==> src/rtl/fetch_prefetch_if.sv <==
// Instruction-memory bus between the fetch stage and the instruction memory.
// Requests use req/gnt. Responses use rvalid and return in request order.
//   ImemReq     fetch request (master -> slave)
//   ImemAddr    word-aligned fetch address (master -> slave)
//   ImemGnt     request accepted this cycle (slave -> master)
//   ImemRValid  response word valid (slave -> master)
//   ImemRData   response instruction word (slave -> master)
interface fetch_prefetch_if #(
   parameter int unsigned XLEN = 32
);
   logic            ImemReq;
   logic [XLEN-1:0] ImemAddr;
   logic            ImemGnt;
   logic            ImemRValid;
   logic [31:0]     ImemRData;

   modport master (
      output ImemReq,
      output ImemAddr,
      input  ImemGnt,
      input  ImemRValid,
      input  ImemRData
   );

   modport slave (
      input  ImemReq,
      input  ImemAddr,
      output ImemGnt,
      output ImemRValid,
      output ImemRData
   );
endinterface

==> src/rtl/fetch_prefetch.sv <==
// Prefetching IF stage. PC generation is decoupled from a variable-latency instruction memory.
// The stage issues in-order fetches on the imem bus. It buffers returned words with their PCs in
// a DEPTH-entry queue and presents the head entry to ID under a valid/ready handshake. An EX
// redirect flushes the queue and squashes responses that are still in flight.
//   clk          clock, all state on posedge
//   rst          synchronous active-high reset
//   PCSrcE       redirect request from EX
//   PCTargetE    redirect target (low two bits ignored)
//   InstrReadyD  ID accepts the head entry this cycle
//   InstrValidF  head entry valid
//   InstrF       head instruction word
//   PCF          PC of head instruction
//   PCPlus4F     PCF + 4
//   imem         instruction-memory bus (master side)
module fetch_prefetch #(
   parameter int unsigned     XLEN     = 32,
   parameter int unsigned     DEPTH    = 4,
   parameter logic [XLEN-1:0] RESET_PC = '0
) (
   input  logic               clk,
   input  logic               rst,
   input  logic               PCSrcE,
   input  logic [XLEN-1:0]    PCTargetE,
   input  logic               InstrReadyD,
   output logic               InstrValidF,
   output logic [31:0]        InstrF,
   output logic [XLEN-1:0]    PCF,
   output logic [XLEN-1:0]    PCPlus4F,
   fetch_prefetch_if.master   imem
);

   localparam int unsigned CW = $clog2(DEPTH) + 1;
   localparam int unsigned SW = CW + 1;
   localparam int unsigned PW = $clog2(DEPTH);

   typedef logic [CW-1:0] cnt_t;

   logic [XLEN-1:0] fetch_pc_q, fetch_pc_d;
   // PC of the next response to be kept. Responses return in order and a redirect discards
   // everything older, so a simple incrementing counter tracks the matching grant address.
   logic [XLEN-1:0] rsp_pc_q, rsp_pc_d;
   cnt_t            count_q, count_d;
   cnt_t            outstanding_q, outstanding_d;
   cnt_t            drop_q, drop_d;
   logic [PW-1:0]   wr_ptr_q, wr_ptr_d;
   logic [PW-1:0]   rd_ptr_q, rd_ptr_d;
   logic [31:0]     instr_mem_q [DEPTH];
   logic [XLEN-1:0] pc_mem_q [DEPTH];

   logic            credit_ok;
   logic            req;
   logic            grant;
   logic            rsp_keep;
   logic            rsp_drop;
   logic            enq;
   logic            deq;
   logic [SW-1:0]   drop_sum;
   logic            unused_tgt;

   assign unused_tgt = ^PCTargetE[1:0];

   always_comb begin
      credit_ok = (SW'(count_q) + SW'(outstanding_q)) < SW'(DEPTH);
      req       = credit_ok & ~PCSrcE & ~rst;
      grant     = req & imem.ImemGnt;
      rsp_keep  = imem.ImemRValid & (drop_q == '0) & (outstanding_q != '0);
      rsp_drop  = imem.ImemRValid & (drop_q != '0);
      enq       = rsp_keep & ~PCSrcE;

      InstrValidF = (count_q != '0) & ~PCSrcE;
      deq         = InstrValidF & InstrReadyD;
      InstrF      = instr_mem_q[rd_ptr_q];
      PCF         = pc_mem_q[rd_ptr_q];
      PCPlus4F    = PCF + XLEN'(4);

      imem.ImemReq  = req;
      imem.ImemAddr = fetch_pc_q;
   end

   always_comb begin
      fetch_pc_d    = fetch_pc_q;
      rsp_pc_d      = rsp_pc_q;
      count_d       = count_q;
      outstanding_d = outstanding_q;
      drop_d        = drop_q;
      wr_ptr_d      = wr_ptr_q;
      rd_ptr_d      = rd_ptr_q;
      drop_sum      = '0;

      if (PCSrcE) begin
         // A response arriving this cycle retires one pending word before the rest are
         // converted to drops.
         drop_sum = SW'(drop_q) + SW'(outstanding_q) - SW'(rsp_keep | rsp_drop);
         drop_d   = (drop_sum > SW'(DEPTH)) ? cnt_t'(DEPTH) : drop_sum[CW-1:0];
         count_d       = '0;
         outstanding_d = '0;
         wr_ptr_d      = '0;
         rd_ptr_d      = '0;
         fetch_pc_d    = {PCTargetE[XLEN-1:2], 2'b00};
         rsp_pc_d      = {PCTargetE[XLEN-1:2], 2'b00};
      end else begin
         count_d       = count_q + cnt_t'(enq) - cnt_t'(deq);
         outstanding_d = outstanding_q + cnt_t'(grant) - cnt_t'(rsp_keep);
         drop_d        = drop_q - cnt_t'(rsp_drop);
         if (grant) fetch_pc_d = fetch_pc_q + XLEN'(4);
         if (enq) begin
            rsp_pc_d = rsp_pc_q + XLEN'(4);
            wr_ptr_d = wr_ptr_q + PW'(1);
         end
         if (deq) rd_ptr_d = rd_ptr_q + PW'(1);
      end
   end

   always_ff @(posedge clk) begin
      if (rst) begin
         fetch_pc_q    <= RESET_PC;
         rsp_pc_q      <= RESET_PC;
         count_q       <= '0;
         outstanding_q <= '0;
         drop_q        <= '0;
         wr_ptr_q      <= '0;
         rd_ptr_q      <= '0;
         for (int i = 0; i < DEPTH; i++) begin
            instr_mem_q[i] <= '0;
            pc_mem_q[i]    <= '0;
         end
      end else begin
         fetch_pc_q    <= fetch_pc_d;
         rsp_pc_q      <= rsp_pc_d;
         count_q       <= count_d;
         outstanding_q <= outstanding_d;
         drop_q        <= drop_d;
         wr_ptr_q      <= wr_ptr_d;
         rd_ptr_q      <= rd_ptr_d;
         if (enq) begin
            instr_mem_q[wr_ptr_q] <= imem.ImemRData;
            pc_mem_q[wr_ptr_q]    <= rsp_pc_q;
         end
      end
   end

   // A response with nothing pending is a memory protocol error. The logic above ignores it.
   rvalid_legal_a : assert property (@(posedge clk) disable iff (rst)
      !(imem.ImemRValid && (outstanding_q == '0) && (drop_q == '0)));

endmodule
==> src/flat_wrapper.sv <==
// flat-port wrapper written by rule: the top's interface ports become plain ports
module fetch_prefetch_flat 
#(
   parameter int unsigned     XLEN     = 32,
   parameter int unsigned     DEPTH    = 4,
   parameter logic [XLEN-1:0] RESET_PC = '0
)
  (clk, rst, PCSrcE, PCTargetE, InstrReadyD, InstrValidF, InstrF, PCF, PCPlus4F, imem_ImemReq, imem_ImemAddr, imem_ImemGnt, imem_ImemRValid, imem_ImemRData);
  fetch_prefetch_if #(.XLEN(XLEN)) imem_i ();
  input  logic clk;
  input  logic rst;
  input  logic PCSrcE;
  input  logic [XLEN-1:0] PCTargetE;
  input  logic InstrReadyD;
  output logic InstrValidF;
  output logic [31:0] InstrF;
  output logic [XLEN-1:0] PCF;
  output logic [XLEN-1:0] PCPlus4F;
  output wire logic [$bits(imem_i.ImemReq)-1:0] imem_ImemReq;
  output wire logic [$bits(imem_i.ImemAddr)-1:0] imem_ImemAddr;
  input wire logic [$bits(imem_i.ImemGnt)-1:0] imem_ImemGnt;
  input wire logic [$bits(imem_i.ImemRValid)-1:0] imem_ImemRValid;
  input wire logic [$bits(imem_i.ImemRData)-1:0] imem_ImemRData;
  assign imem_ImemReq = imem_i.ImemReq;
  assign imem_ImemAddr = imem_i.ImemAddr;
  assign imem_i.ImemGnt = imem_ImemGnt;
  assign imem_i.ImemRValid = imem_ImemRValid;
  assign imem_i.ImemRData = imem_ImemRData;
  fetch_prefetch #(.XLEN(XLEN), .DEPTH(DEPTH), .RESET_PC(RESET_PC)) u_core (.clk(clk), .rst(rst), .PCSrcE(PCSrcE), .PCTargetE(PCTargetE), .InstrReadyD(InstrReadyD), .InstrValidF(InstrValidF), .InstrF(InstrF), .PCF(PCF), .PCPlus4F(PCPlus4F), .imem(imem_i));
endmodule
==> config.mk <==
export PLATFORM = sky130hd
export DESIGN_NAME = fetch_prefetch_flat
export DESIGN_NICKNAME = d
export VERILOG_FILES = /design/src/rtl/fetch_prefetch_if.sv /design/src/rtl/fetch_prefetch.sv /design/src/flat_wrapper.sv
export SDC_FILE = /design/constraint.sdc
export NUM_CORES = 1
export LEC_CHECK = 0
export BUFFER_PORTS_ARGS = -buffer_cell sky130_fd_sc_hd__clkbuf_2
export CORE_ASPECT_RATIO = 1.4
export CORE_UTILIZATION = 25
export DETAILED_ROUTE_END_ITERATION = 6
export PLACE_DENSITY = 0.52
export SLEW_MARGIN = 15
export SYNTH_ARGS = -nofsm -noshare
export SYNTH_HDL_FRONTEND = slang
export SYNTH_SLANG_ARGS = --single-unit
==> constraint.sdc <==
create_clock -name clk -period 8.3 [get_ports clk]
set_input_delay 1.66 -clock clk [delete_from_list [all_inputs] [get_ports clk]]
set_output_delay 1.66 -clock clk [all_outputs]
set_load 0.03 [all_outputs]
* Yosys cells after proc, flatten, opt, wreduce, memory -nomap -nowiden *
Memory sizes are Yosys's and may differ from the RTL's. A register that Yosys moved wholly into a read port is not among the register bits.
Index checks and enable logic that the tools add are counted.

cells by class
  add/subtract/negate cells = 13
  magnitude comparators = 2
  mux-type cells = 21
  bitwise logic cells = 12
  reduce and logical (&&, ||, !) cells = 9

operators with widths
  cell                                                        count
  two-way mux 32 bit                                          6
  adder 32 x 3 -> 32 bit, second input constant               3
  OR reduction 32 bit                                         2
  two-way mux 2 bit                                           6
  bitwise AND 1 bit                                           9
  nonzero test 3 bit                                          3
  subtractor 3 x 1 -> 3 bit                                   3
  adder 3 x 3 -> 4 bit                                        2
  two-way mux 1 bit                                           7
  adder 3 x 1 -> 3 bit                                        2
  two-way mux 3 bit                                           2
  adder 2 x 1 -> 2 bit, second input constant                 2
  > comparator 4 x 3 -> 1 bit, second input constant          1
  less-than comparator 4 x 3 -> 1 bit, second input constant  1
  nonzero test 2 bit                                          2
  subtractor 4 bit                                            1
  logical NOT 3 bit                                           1
  inverter 1 bit                                              2
  OR reduction 2 bit                                          1
  OR 1 bit                                                    1

word-level totals
  bits in registers = 77
  bits in writable memories = 256
  output and inout bits = 130
  logic and storage cells = 68
  memories kept = 2

memories
  memory              words  width  rd ports  clocked after Yosys merged registers in  write ports  RTL line              text
  u_core.instr_mem_q  4      32     1         1                                        4            fetch_prefetch.sv:47  logic [31:0] instr_mem_q [DEPTH];
  u_core.pc_mem_q     4      32     1         1                                        4            fetch_prefetch.sv:48  logic [XLEN-1:0] pc_mem_q [DEPTH];

* Longest topological paths before layout *
  word-level depth = 9
  mapped depth = 14
  gate-level depth less buffers = 14

* Worst setup path before layout *
OpenSTA, ideal clock, no wires.

  kind = input to register
  start point = in PCSrcE
  end point = mem u_core.instr_mem_q[1][0] (enable)
  library setup time = 0.574 ns
  arrival time = 6.691 ns
  setup slack = 1.035 ns
  stages on the path = 3
  path buffers = 2
  cells stage by stage = clkbuf_1 > buf_1 > o31ai_1

RTL lines
  item                RTL line              text
  start: declaration  flat_wrapper.sv:12    input logic PCSrcE;
  end: declaration    fetch_prefetch.sv:47

==> impl_metrics.csv <==
group,metric,value,unit
timing,rsz0062_at_grt,"false",
worst_setup_path,cp.buffers_inverters,1,
timing,tightest_slew,1.10,ns
timing,max_freq,178,MHz
worst_setup_path,path_cells,"mux4_2 -> nand4_4 -> nor4_1 -> and3_1 -> xor2_1 -> clkbuf_2",
yosys,seq_area_frac_synth,0.588,
clock_network,postCtsSetupBuffers,0,
place,gp_congestion,0.773,
grt,grt_pass1_wl,63700,um
power_and_ir_drop,power_density,213,nW/um2
place,dp.cells,2207,
routing,drtAntennaViolNets,0,
worst_setup_path,required,6.64,ns
worst_setup_path,critPathMaxStageDelay,1.06,ns
routing,vias_per_cell,4.51,
grt,gr-usage-all-layers,0.137,
timing,fin_crit,5.63,ns
yosys,synth_edf_count,248,
yosys,synthTopCellsByCount,"248 x edfxtp_1, 205 x nor2_1, 110 x nand2_1",
yosys,synth_warnings,0,
yosys,synthTopCellsByArea,"edfxtp_1 49%, dfxtp_1 9.9%, mux4_2 9.2%, nor2_1 5.1%, nand2_1 2.7%",
timing,setup_slack,2.67,ns
yosys,syn_area_per_cell,12.0,um2
place,pre_cts_ws,2.95,ns
yosys,synthArstFlopShare,0,
final_layout,final_cells,2276,
clock_network,cts_root_buf,"clkbuf_16",
flow_run,cap_viol_max_count,0,
timing,setup_viol_count_final,0,
final_layout,multi_input_area,5610,um2
min_path,hold_path.class,"register to register",
clock_network,cts.clk_slew.worst_paths,0.06,ns
clock_network,hold_buffers,0,
grt,grt_pass1_vias,10400,
worst_setup_path,crit_slowest_cell,"dfxtp_4",
clock_network,cts.sinks,323,
worst_setup_path,start_kind,"register",
place,dp_hpwl,27000,um
floorplanning,die_h,294,um
worst_setup_path,crit_path_end_kind,"output pin",
place,placed_cell_area,17000,um2
timing,tns,0,ns
clock_network,cts_made_buffers,37,
worst_setup_path,cpLargestDelayFamily,"simple AND/OR/NAND/NOR gates",
timing,finClkSkew,0.0309,ns
final_layout,fin_area,18200,um2
routing,drt-total-wl,42500,um
floorplanning,die_area,61900,um2
yosys,synth_cell_types,66,
clock_network,insertion_delay,0.57,ns
grt,antenna_found_initial,0,
yosys,syn_area,15200,um2
final_layout,nNetsFinal,1526,
routing,wl_per_cell,18.7,um
final_layout,layout-drive-gt1-share,0.238,
power_and_ir_drop,ir_drop,0.123,mV
yosys,syn_inst,1264,
yosys,synth_seq_cells,323,
routing,first_iter_violations,719,
clock_network,post_cts_resize_count,0,
floorplanning,die_x,211,um
routing,drc_errors,0,
timing,finalCritPeriodShare,0.679,
worst_setup_path,cp.arrival,3.97,ns
clock_network,ctsHtreeMaxLevel,2,
floorplanning,ioPinCount,200,
clock_network,clk_path_buf_depth,3,
floorplanning,initial_utilization,0.254,
timing,hold_viol,0,
power_and_ir_drop,leakagePower,7.09,nW
routing,drt_pass1_iterations,5,
floorplanning,num_rows,106,
final_layout,fillers,6203,
final_layout,seqCellArea,8960,um2
place,portBuffers,191,
final_layout,area_growth,19.6,%
grt,grt_start_max_net_pins,96,
floorplanning,core,59900,um2
clock_network,cts_tree,"yes",
worst_setup_path,worstPathMaxFanout,62,
status,status,"complete, no violations",
routing,vias,10300,
yosys,yosysTopAreaCellShare,0.489,
timing,max_slew_margin,0.269,
timing,slew_violations,0,
worst_setup_path,crit_type,"register to output pin",
grt,overflow,0,
yosys,synth.most_common_cell,"edfxtp_1",
yosys,yosysTopAreaCell,"edfxtp_1",
yosys,synth_ff_type,"edfxtp_1",
-- cell families after synthesis --
family                     share of synthesized area
AOI/OAI and AO/OA                             0.0479
DFF                                            0.588
and+or+nand+nor                                0.156
xor gates and xnor gates                      0.0466
muxes                                         0.0942
adders and majority gates                     0.0179
buffers and inverters                         0.0485
other                                       0.000246
-- where the power goes --
group	switching [W]	internal, W	leakage, nW
Clock	0.000688	0.000930	0.577
Sequential	0.0000456	0.00181	3.18
Combinational	0.000259	0.000139	3.33
-- worst reg2reg max path, delay by kind of cell, from the launching register on --
kind / cells / cell delay (ns)
flops: 1 / 0.34
xor+xnor: 1 / 0.16
simple gates: 3 / 0.79
buf+inv: 3 / 0.46
compound gates: 4 / 0.97
fa+ha+maj: 3 / 0.86
-- layer usage --
| layer | up-vias | wire length (um) | GRT usage |
|---|---|---|---|
| li1 | 4869 | - | - |
| met1 | 5103 | 17900 | 0.167 |
| met2 | 259 | 21700 | 0.247 |
| met3 | 41 | 2210 | 0.0275 |
| met4 | 0 | 688 | 0.0336 |
| met5 | - | 0 | 0 |
-- state kept, by name (all words and copies together), names as in the netlist, named ones only --
signal	count
u_core.imem.ImemAddr	30
u_core.wr_ptr_q	2
u_core.rd_ptr_q	2
u_core.pc_mem_q	120
u_core.count_q	3
u_core.rsp_pc_q	30
u_core.outstanding_q	3
u_core.drop_q	3
u_core.instr_mem_q	128
-- through the flow --
stage          total power (W)  hold slack (ns)   util
4_1_cts                0.00393            0.519  0.304
3_5_place_dp           0.00229            0.508  0.284
5_1_grt                0.00402            0.556  0.304
3_3_place_gp           0.00228            0.502  0.284
6_report               0.00387            0.519  0.304
2_1_floorplan          0.00216            0.485      -
-- cells in the final DEF (no fill, tap or decap), types with 4 or more instances in the layout --
| master | instances |
|---|---|
| a31oi_1 | 12 |
| and2_1 | 6 |
| ha_1 | 17 |
| conb_1 | 6 |
| o21ai_0 | 16 |
| and3_1 | 51 |
| nor4_1 | 6 |
| o22ai_1 | 4 |
| nand2_1 | 108 |
| a21oi_1 | 19 |
| and4_1 | 10 |
| nand3_1 | 33 |
| xnor2_1 | 36 |
| clkbuf_2 | 191 |
| a211oi_1 | 13 |
| nor3_1 | 9 |
| clkinv_1 | 9 |
| xor2_1 | 45 |
| o21a_1 | 10 |
| clkbuf_1 | 10 |
| clkbuf_16 | 37 |
| buf_4 | 15 |
| edfxtp_1 | 248 |
| inv_1 | 88 |
| mux4_2 | 62 |
| a21boi_0 | 15 |
| a21boi_1 | 7 |
| dfxtp_1 | 73 |
| nand4_1 | 34 |
| clkinv_2 | 5 |
| nor2_1 | 203 |
-- layout make-up --
cell class                      count  area share
Antenna cell                        1    0.000137
Clock buffer                       47      0.0529
Clock inverter                     21      0.0128
Inverter                           93      0.0195
Multi-Input combinational cell    775       0.308
Sequential cell                   323       0.492
Tap cell                          810      0.0557
Timing Repair Buffer              206      0.0587
-- worst paths after layout --
check	startpoint	end	slack, ns	cells after the start
min reg2reg	u_core.imem.ImemAddr[10]	u_core.imem.ImemAddr[10]	0.52	2
max	register	PCPlus4F[19]	2.67	6
min	u_core.imem.ImemAddr[10]	u_core.imem.ImemAddr[10]	0.52	2
max reg2reg	u_core.outstanding_q[2]	u_core.drop_q[0]	4.58	14
(Power assumes the default switching activity.)
